## config.mk

```make
export PLATFORM = sky130hd
export DESIGN_NAME = nibbler_bus_arbiter
export DESIGN_NICKNAME = d
export VERILOG_FILES = /design/src/rtl/nibbler_bus_arbiter.sv
export SDC_FILE = /design/constraint.sdc
export NUM_CORES = 1
export LEC_CHECK = 0
export BUFFER_PORTS_ARGS = -buffer_cell sky130_fd_sc_hd__buf_2
export CORE_ASPECT_RATIO = 1.4
export CORE_UTILIZATION = 45
export DETAILED_ROUTE_END_ITERATION = 7
export GPL_TIMING_DRIVEN = 0
export HOLD_SLACK_MARGIN = 0.12
export SYNTH_ARGS = -nofsm -noshare
export SYNTH_HDL_FRONTEND = slang
export SYNTH_SLANG_ARGS = --single-unit
```

## constraint.sdc

```tcl
create_clock -name i_clk -period 5.1 [get_ports i_clk]
set_clock_uncertainty 0.15 [all_clocks]
set_input_delay 0.255 -clock i_clk [delete_from_list [all_inputs] [get_ports i_clk]]
set_output_delay 0.255 -clock i_clk [all_outputs]
set_load 0.02 [all_outputs]
```

## src/rtl/nibbler_bus_arbiter.sv

```systemverilog
// Round-robin owner arbiter for the Nibbler 4-bit data bus.
// Every change of owner passes through a dead period, and a contended owner's tenure is capped at MAX_HOLD cycles.
module nibbler_bus_arbiter #(
  parameter int TURN_CYC = 1,
  parameter int MAX_HOLD = 4
) (
  input  logic       i_clk,
  input  logic       i_reset,
  input  logic [3:0] i_req,
  output logic [3:0] o_en,
  output logic [1:0] o_grant_id,
  output logic       o_bus_busy,
  output logic       o_preempt
);

  typedef enum logic [1:0] {
    S_IDLE,
    S_TURN,
    S_OWN
  } state_t;

  localparam logic [1:0] TURN_INIT = 2'(TURN_CYC);
  localparam logic [3:0] HOLD_MAX  = 4'(MAX_HOLD);

  state_t     r_state, w_state_nxt;
  logic [1:0] r_ptr, w_ptr_nxt;
  logic [1:0] r_turn_cnt, w_turn_nxt;
  logic [3:0] r_hold_cnt, w_hold_nxt;
  logic [1:0] r_grant_id, w_grant_nxt;
  logic [3:0] r_en, w_en_nxt;
  logic       r_preempt, w_preempt_nxt;

  logic [2:0] w_pick_idle;
  logic [2:0] w_pick_rel;
  logic [1:0] w_ptr_rel;
  logic       w_others;
  logic       w_owner_req;
  logic       w_expired;

  // Returns {found, index}: first set request scanning upward from ptr, modulo 4.
  function automatic logic [2:0] pick(input logic [3:0] req, input logic [1:0] ptr);
    logic [1:0] idx;
    pick = 3'b000;
    for (int k = 3; k >= 0; k--) begin
      idx = ptr + 2'(k);
      if (req[idx]) pick = {1'b1, idx};
    end
  endfunction

  always_comb begin
    w_ptr_rel   = r_grant_id + 2'd1;
    w_pick_idle = pick(i_req, r_ptr);
    w_pick_rel  = pick(i_req, w_ptr_rel);
    w_owner_req = i_req[r_grant_id];
    w_others    = |(i_req & ~(4'b0001 << r_grant_id));
    w_expired   = (r_hold_cnt >= HOLD_MAX) && w_others;
  end

  always_comb begin
    w_state_nxt   = r_state;
    w_ptr_nxt     = r_ptr;
    w_turn_nxt    = r_turn_cnt;
    w_hold_nxt    = r_hold_cnt;
    w_grant_nxt   = r_grant_id;
    w_preempt_nxt = 1'b0;
    case (r_state)
      S_IDLE: begin
        if (w_pick_idle[2]) begin
          w_state_nxt = S_TURN;
          w_grant_nxt = w_pick_idle[1:0];
          w_turn_nxt  = TURN_INIT;
        end
      end
      S_TURN: begin
        if (r_turn_cnt <= 2'd1) begin
          w_turn_nxt = 2'd0;
          if (w_owner_req) begin
            w_state_nxt = S_OWN;
            w_hold_nxt  = 4'd1;
          end else begin
            w_state_nxt = S_IDLE;
          end
        end else begin
          w_turn_nxt = r_turn_cnt - 2'd1;
        end
      end
      S_OWN: begin
        // A normal release takes precedence, so preempt only fires while the owner still requests.
        if (!w_owner_req || w_expired) begin
          w_preempt_nxt = w_owner_req;
          w_ptr_nxt     = w_ptr_rel;
          w_hold_nxt    = 4'd0;
          if (w_pick_rel[2]) begin
            w_state_nxt = S_TURN;
            w_grant_nxt = w_pick_rel[1:0];
            w_turn_nxt  = TURN_INIT;
          end else begin
            w_state_nxt = S_IDLE;
          end
        end else if (r_hold_cnt != 4'd15) begin
          w_hold_nxt = r_hold_cnt + 4'd1;
        end
      end
      default: w_state_nxt = S_IDLE;
    endcase
  end

  always_comb begin
    w_en_nxt = 4'b0000;
    if (w_state_nxt == S_OWN) w_en_nxt = 4'b0001 << w_grant_nxt;
  end

  always_ff @(posedge i_clk) begin
    if (i_reset) begin
      r_state    <= S_IDLE;
      r_ptr      <= 2'd0;
      r_turn_cnt <= 2'd0;
      r_hold_cnt <= 4'd0;
      r_grant_id <= 2'd0;
      r_en       <= 4'b0000;
      r_preempt  <= 1'b0;
    end else begin
      r_state    <= w_state_nxt;
      r_ptr      <= w_ptr_nxt;
      r_turn_cnt <= w_turn_nxt;
      r_hold_cnt <= w_hold_nxt;
      r_grant_id <= w_grant_nxt;
      r_en       <= w_en_nxt;
      r_preempt  <= w_preempt_nxt;
    end
  end

  assign o_en       = r_en;
  assign o_grant_id = r_grant_id;
  assign o_bus_busy = (r_state != S_IDLE);
  assign o_preempt  = r_preempt;

endmodule

```

==> results of run 1 <==
[per-layer routing]
metal	vias up	routed length [microns]	global-route usage
met2	25	1270	0.378
met1	469	1060	0.233
met3	8	83	0.0327
met4	0	61	0.0909
li1	514	-	-
met5	-	0	0
[cells by family (layout without fill, tap and decap cells)]
kind of cell | Yosys count | after routing
muxes | 2 | 2
buffers and inverters | 15 | 30
and+or+nand+nor | 53 | 53
DFF | 17 | 17
AOI/OAI and AO/OA | 39 | 39
adders and majority gates | 5 | 5
[per-stage QoR]
stage | area, sq um | utilization
2_1_floorplan | 1120 | -
3_3_place_gp | 1200 | 0.508
3_5_place_dp | 1200 | 0.508
4_1_cts | 1230 | 0.519
5_1_grt | 1230 | 0.519
6_report | 1230 | 0.519
[where the power goes]
| group | total [uW] | internal (uW) | switching [uW] |
|---|---|---|---|
| Clock | 70.9 | 30.4 | 40.5 |
| Sequential | 149 | 141 | 8.48 |
| Combinational | 102 | 40.4 | 61.9 |
[sequential cells by signal (all words and copies together) (netlist names)]
| name | cells |
|---|---|
| o_en | 4 |
| r_hold_cnt | 4 |
| r_ptr | 2 |
| o_preempt | 1 |
| r_turn_cnt | 2 |
| o_grant_id | 2 |
| r_state | 2 |
[final cells by class]
cell class | instances | area share
Buffer | 8 | 0.0438
Clock buffer | 4 | 0.0214
Inverter | 7 | 0.0214
Multi-Input combinational cell | 99 | 0.568
Sequential cell | 17 | 0.277
Tap cell | 23 | 0.0234
Timing Repair Buffer | 11 | 0.0449
[cells in the final DEF (no fill, tap or decap), types with 2 or more instances in the layout]
cell and instances:
or2b_1 2, ha_1 5, a221o_1 2, nor2_1 11, nand2_1 10, nor3_1 3
buf_6 2, dfxtp_1 17, a211oi_1 4, or3_1 2, nor4_1 2, and3b_1 3
buf_2 12, buf_4 2, and3_1 2, o21ai_0 6, a21o_1 2, clkbuf_4 3
o211a_1 2, nand2b_1 8, a31o_2 2, a221oi_1 2, clkbuf_1 3, a21oi_1 10
inv_1 7
[critical path: stages, from the launching register on]
cell      delay [ps]
dfxtp_1          460
buf_1            420
inv_1            190
ha_1             230
or2b_1           210
a41o_2           330
a221o_1          410
a221oi_4         370
o211a_1          210
[worst paths after layout]
| path | endpoint | cells after the start |
|---|---|---|
| hold / removal | o_en[1] | 3 |
| setup reg to reg | o_en[0] | 8 |
| hold reg to reg | r_hold_cnt[1] | 2 |
| setup / recovery | o_en[0] | 8 |
==> impl_metrics.csv, run 1 <==
group,metric,value,unit
outcome,outcome,"complete, no violations",
timing,worst_pin_slew,638,ps
floorplanning,die_height,61.0,microns
cts,htree_levels,1,
global_routing,grt_start_max_net_pins,11,
synth,synth_simple_gate_area_share,0.270,
synth,yosysMostFrequentCell,"dfxtp_1",
floorplanning,num_rows,21,
power_and_ir_drop,power_leakage,0.000529,uW
detailed_routing,vias_per_cell,6.01,
finish,nNetsFinal,158,
power_and_ir_drop,power_density,263,nW/um^2
detailed_routing,dr_total_vias,1016,
placed_design,hpwl,1900,microns
synth,synth_edf_count,0,
synth,synth_top_family_by_area,"simple AND/OR/NAND/NOR gates",
placed_design,io_buffer_count,11,
setup_path,critical_path_class,"register to register",
min_path,hold_start,"i_reset",
synth,postSynthAreaPerCell,8.53,sq um
floorplanning,start_util,0.472,
synth,synth.area.mux_share,0.0291,
cts,cts_setup_buffers,0,
power_and_ir_drop,vdd_drop_max,0.176,mV
cts,cts_made_buffers,3,
detailed_routing,dr.pass1.iters,4,
finish,layout.area.seq,340,sq um
finish,syn2layout_area_growth,9.85,%
synth,synth.distinct_cells,46,
global_routing,antenna_found_initial,0,
synth,synth_flop_cell,"dfxtp_1",
cts,clock-sinks,17,
finish,num-fill-cells,242,
synth,syn_nets,142,
floorplanning,coreArea,2360,sq um
placed_design,gp_congestion,0.790,
setup_path,reg2reg_slack,2070,ps
cts,insertion_delay,280,ps
timing,holdWs,144,ps
synth,synthXorXnorAreaFrac,0,
synth,syn_inst,131,
detailed_routing,drc,0,
synth,ys_seq_area_frac,0.305,
global_routing,grt_pass1_wl,4150,microns
cts,ctsRootBufferMaster,"clkbuf_4",
setup_path,cp.arrival,3120,ps
cts,clk_pin_slew,100,ps
synth,synth_common_cells,"17 x dfxtp_1, 11 x nor2_1, 10 x a21oi_1, 10 x nand2_1, 8 x nand2b_1",
synth,yosys-top-cells-area,"dfxtp_1 30%, ha_1 5.6%, a21oi_1 4.5%, nand2b_1 4.5%, nor2_1 3.7%",
finish,fin_cells,169,
timing,drv_slew,0,
finish,antenna_cells,0,
timing,rsz0062_at_grt,"false",
synth,async_reset_ff_frac,0,
timing,relSlewSlack,0.564,
timing,setup_tns,0,ps
cts,clk_path_buf_depth,2,
min_path,hold_class,"primary input to register",
timing,setup_viol,0,
setup_path,cp-end-kind,"register",
synth,ys_ff_latch,17,
floorplanning,design.die.area,2690,sq um
placed_design,pre_cts_ws,2090,ps
detailed_routing,wirelength,2480,microns
cts,cts_tree,"done",
global_routing,overflow,0,
power_and_ir_drop,power,323,uW
timing,fmax,330,MHz
synth,synth.top_cell.area_share,0.305,
setup_path,path_max_fanout,10,
cts,postCtsHoldBufs,0,
floorplanning,boundaryPins,14,
synth,synth_adder_area_share,0.0560,
detailed_routing,post_drt_wl_per_cell,14.7,microns
cts,cts-resized-gates,0,
global_routing,grtUsageTotal,0.207,
setup_path,startpoint,"o_grant_id[0]",
detailed_routing,drtIter0Drc,35,
timing,fin_crit_sh,0.595,
finish,drive_gt1_frac,0.192,
synth,yosysWarnings,0,
timing,fin_crit,3030,ps
timing,layout_setup_ws,2070,ps
setup_path,cp-start-kind,"register",
setup_path,critPathRequiredTime,5190,ps
floorplanning,die_w,44.1,microns
synth,synth.largest_area_cell,"dfxtp_1",
finish,multi_input_area,697,sq um
synth,syn_area,1120,sq um
flow_run,drv_cap,0,
synth,synth_compound_area_frac,0.269,
setup_path,timing.rr.start,"o_grant_id[0]",
detailed_routing,antenna_left,0,
timing,hold_viol,0,
placed_design,dp.cells,165,
global_routing,grt_pass1_vias,967,
No activity file was read; power rests on OpenSTA's default activity.
==> inputs of run 2 (changes only) <==
--- a/config.mk
+++ b/config.mk
@@ -5,6 +5,7 @@
 export SDC_FILE = /design/constraint.sdc
 export NUM_CORES = 1
 export LEC_CHECK = 0
+export ABC_AREA = 1
 export BUFFER_PORTS_ARGS = -buffer_cell sky130_fd_sc_hd__buf_2
 export CORE_ASPECT_RATIO = 1.4
 export CORE_UTILIZATION = 45
==> constraint.sdc (replaced) <==
create_clock -name i_clk -period 3.2 [get_ports i_clk]
set_clock_uncertainty 0.15 [all_clocks]
set_input_delay 0.16 -clock i_clk [delete_from_list [all_inputs] [get_ports i_clk]]
set_output_delay 0.16 -clock i_clk [all_outputs]
set_load 0.02 [all_outputs]
==> impl_metrics.csv, run 2 <==
group,metric,value,unit
synth,yosysMostFrequentCell,"nand2_1",
synth,yosysWarnings,0,
placed_design,io_buffer_count,12,
global_routing,grt_pass1_vias,1218,
synth,synth_flop_cell,"dfxtp_1",
timing,rsz0062_at_grt,"false",
finish,final_cell_mix,"59 x nand2_1, 28 x inv_1, 23 x nand3_1",
detailed_routing,dr.pass1.iters,4,
synth,syn_inst,210,
timing,worst_pin_slew,468,ps
timing,setup_viol,0,
floorplanning,boundaryPins,14,
global_routing,grtUsageTotal,0.210,
timing,hold_viol,0,
placed_design,place_area,1450,sq um
synth,syn_nets,221,
synth,yosys-top-cells-area,"dfxtp_1 25%, nand2_1 16%, nand3_1 8.6%, inv_1 7.8%, nor2_1 5.3%",
finish,syn2layout_area_growth,11.4,%
detailed_routing,antenna_left,0,
outcome,outcome,"complete, no violations",
placed_design,hpwl,2450,microns
floorplanning,coreArea,2850,sq um
global_routing,grt_start_max_net_pins,11,
detailed_routing,dr_total_vias,1275,
cts,clk_path_buf_depth,2,
synth,synth_edf_count,0,
timing,fin_crit,2270,ps
cts,clk_pin_slew,70,ps
synth,ys_seq_area_frac,0.253,
synth,synth.distinct_cells,28,
cts,clock-sinks,17,
setup_path,cp-end-kind,"register",
synth,postSynthAreaPerCell,6.40,sq um
synth,synth_common_cells,"59 x nand2_1, 28 x inv_1, 23 x nand3_1",
cts,cts_made_buffers,3,
power_and_ir_drop,vdd_drop_max,0.432,mV
detailed_routing,wirelength,2910,microns
global_routing,overflow,0,
setup_path,critPathRequiredTime,3190,ps
floorplanning,die_w,48.2,microns
synth,async_reset_ff_frac,0,
floorplanning,design.die.area,3210,sq um
detailed_routing,vias_per_cell,4.85,
finish,antenna_cells,0,
power_and_ir_drop,switching_share,0.415,
finish,drive_gt1_frac,0.190,
floorplanning,num_rows,23,
finish,nNetsFinal,238,
setup_path,cp-start-kind,"register",
cts,htree_levels,1,
power_and_ir_drop,p_sw,307,uW
power_and_ir_drop,p_clk_frac,0.215,
timing,setup_tns,0,ps
synth,synth.largest_area_cell,"dfxtp_1",
power_and_ir_drop,intPower,433,uW
finish,design_area,1500,sq um
setup_path,path_max_fanout,10,
synth,syn_area,1340,sq um
cts,cts_tree,"done",
cts,ctsRootBufferMaster,"clkbuf_8",
synth,ys_ff_latch,17,
floorplanning,start_util,0.472,
placed_design,pre_cts_ws,926,ps
timing,fin_crit_sh,0.708,
power_and_ir_drop,combPwrFrac,0.453,
floorplanning,die_height,66.7,microns
finish,layout_commonest_cell,"nand2_1",
power_and_ir_drop,p_seq_frac,0.331,
power_and_ir_drop,power_leakage,0.000782,uW
min_path,hold_class,"primary input to register",
setup_path,cp.arrival,2260,ps
power_and_ir_drop,power_density,494,nW/um^2
setup_path,critical_path_class,"register to register",
placed_design,gp_congestion,0.817,
flow_run,drv_cap,0,
detailed_routing,post_drt_wl_per_cell,11.0,microns
cts,insertion_delay,250,ps
cts,postCtsHoldBufs,0,
timing,drv_slew,0,
cts,cts-resized-gates,0,
global_routing,antenna_found_initial,0,
timing,fmax,441,MHz
timing,relSlewSlack,0.688,
power_and_ir_drop,power,740,uW
detailed_routing,drtIter0Drc,24,
synth,synth.top_cell.area_share,0.253,
finish,post-route-util,0.525,
timing,layout_setup_ws,933,ps
global_routing,grt_pass1_wl,4800,microns
detailed_routing,drc,0,
cts,cts_setup_buffers,0,
==> run 2: cell count changes after synthesis, moves of 7 or more <==
cell,before,now
inv_1,7,28
nand2_1,10,59
nand2_2,0,7
nand2b_1,8,0
nand3_1,1,23
nor2_1,11,19
==> run 2: path summary, 6_finish.rpt <==
check                     start             to  slack (ps)  depth (start not counted)
setup reg to reg  o_grant_id[0]        o_en[0]         930                         11
setup / recovery  o_grant_id[0]        o_en[0]         930                         11
hold reg to reg   r_turn_cnt[0]  r_turn_cnt[0]         320                          2
hold / removal          i_reset  o_grant_id[0]         170                          2
==> run 2: power groups by stage <==
stage	logic (uW)	registers (uW)	clock network, uW
floorplan	261	255	0
global placement	331	250	0
detailed placement	336	250	0
CTS	338	245	163
global route	378	248	168
finish	335	245	159
==> run 2: critical path, cell delays in order (launching register included) <==
cell and delay, ps:
dfxtp_1 380, buf_6 170, inv_2 90, ha_1 430, xor2_1 210, nand2_1 110, nand3_1 90, nand2_1 90
a21oi_1 160, nor2_1 60, nor2_1 160, nor2_1 60
==> run 2: final cells by class <==
class | count | area, sq um
flip-flops and latches | 17 | 340
clock buffers | 3 | 41.3
plain buffers | 3 | 26.3
clock inverters | 1 | 5.00
repair buffers | 12 | 60.1
inverters | 31 | 118
fillers | 298 | 1350
multi-input cells | 159 | 860
well taps | 37 | 46.3
==> run 2: per-stage QoR <==
step	hold slack (ps)	cells
6_report	165	263
5_1_grt	194	263
4_1_cts	173	263
3_5_place_dp	321	259
3_3_place_gp	312	259
2_1_floorplan	296	210
==> run 2: cell families (layout without fill, tap and decap cells) <==
logic type,count (synthesis),after routing,synth area share
compound gates,29,29,0.142
xor+xnor,5,5,0.0326
fa+ha+maj,5,5,0.0466
buf+inv,34,50,0.107
flops,17,17,0.253
simple gates,120,120,0.419
==> run 2: layer usage <==
metal	wire length [microns]	vias up	track usage
met5	0	-	0
met4	41	0	0.0729
met3	51	4	0.0244
met2	1590	14	0.407
met1	1220	565	0.209
li1	-	692	-
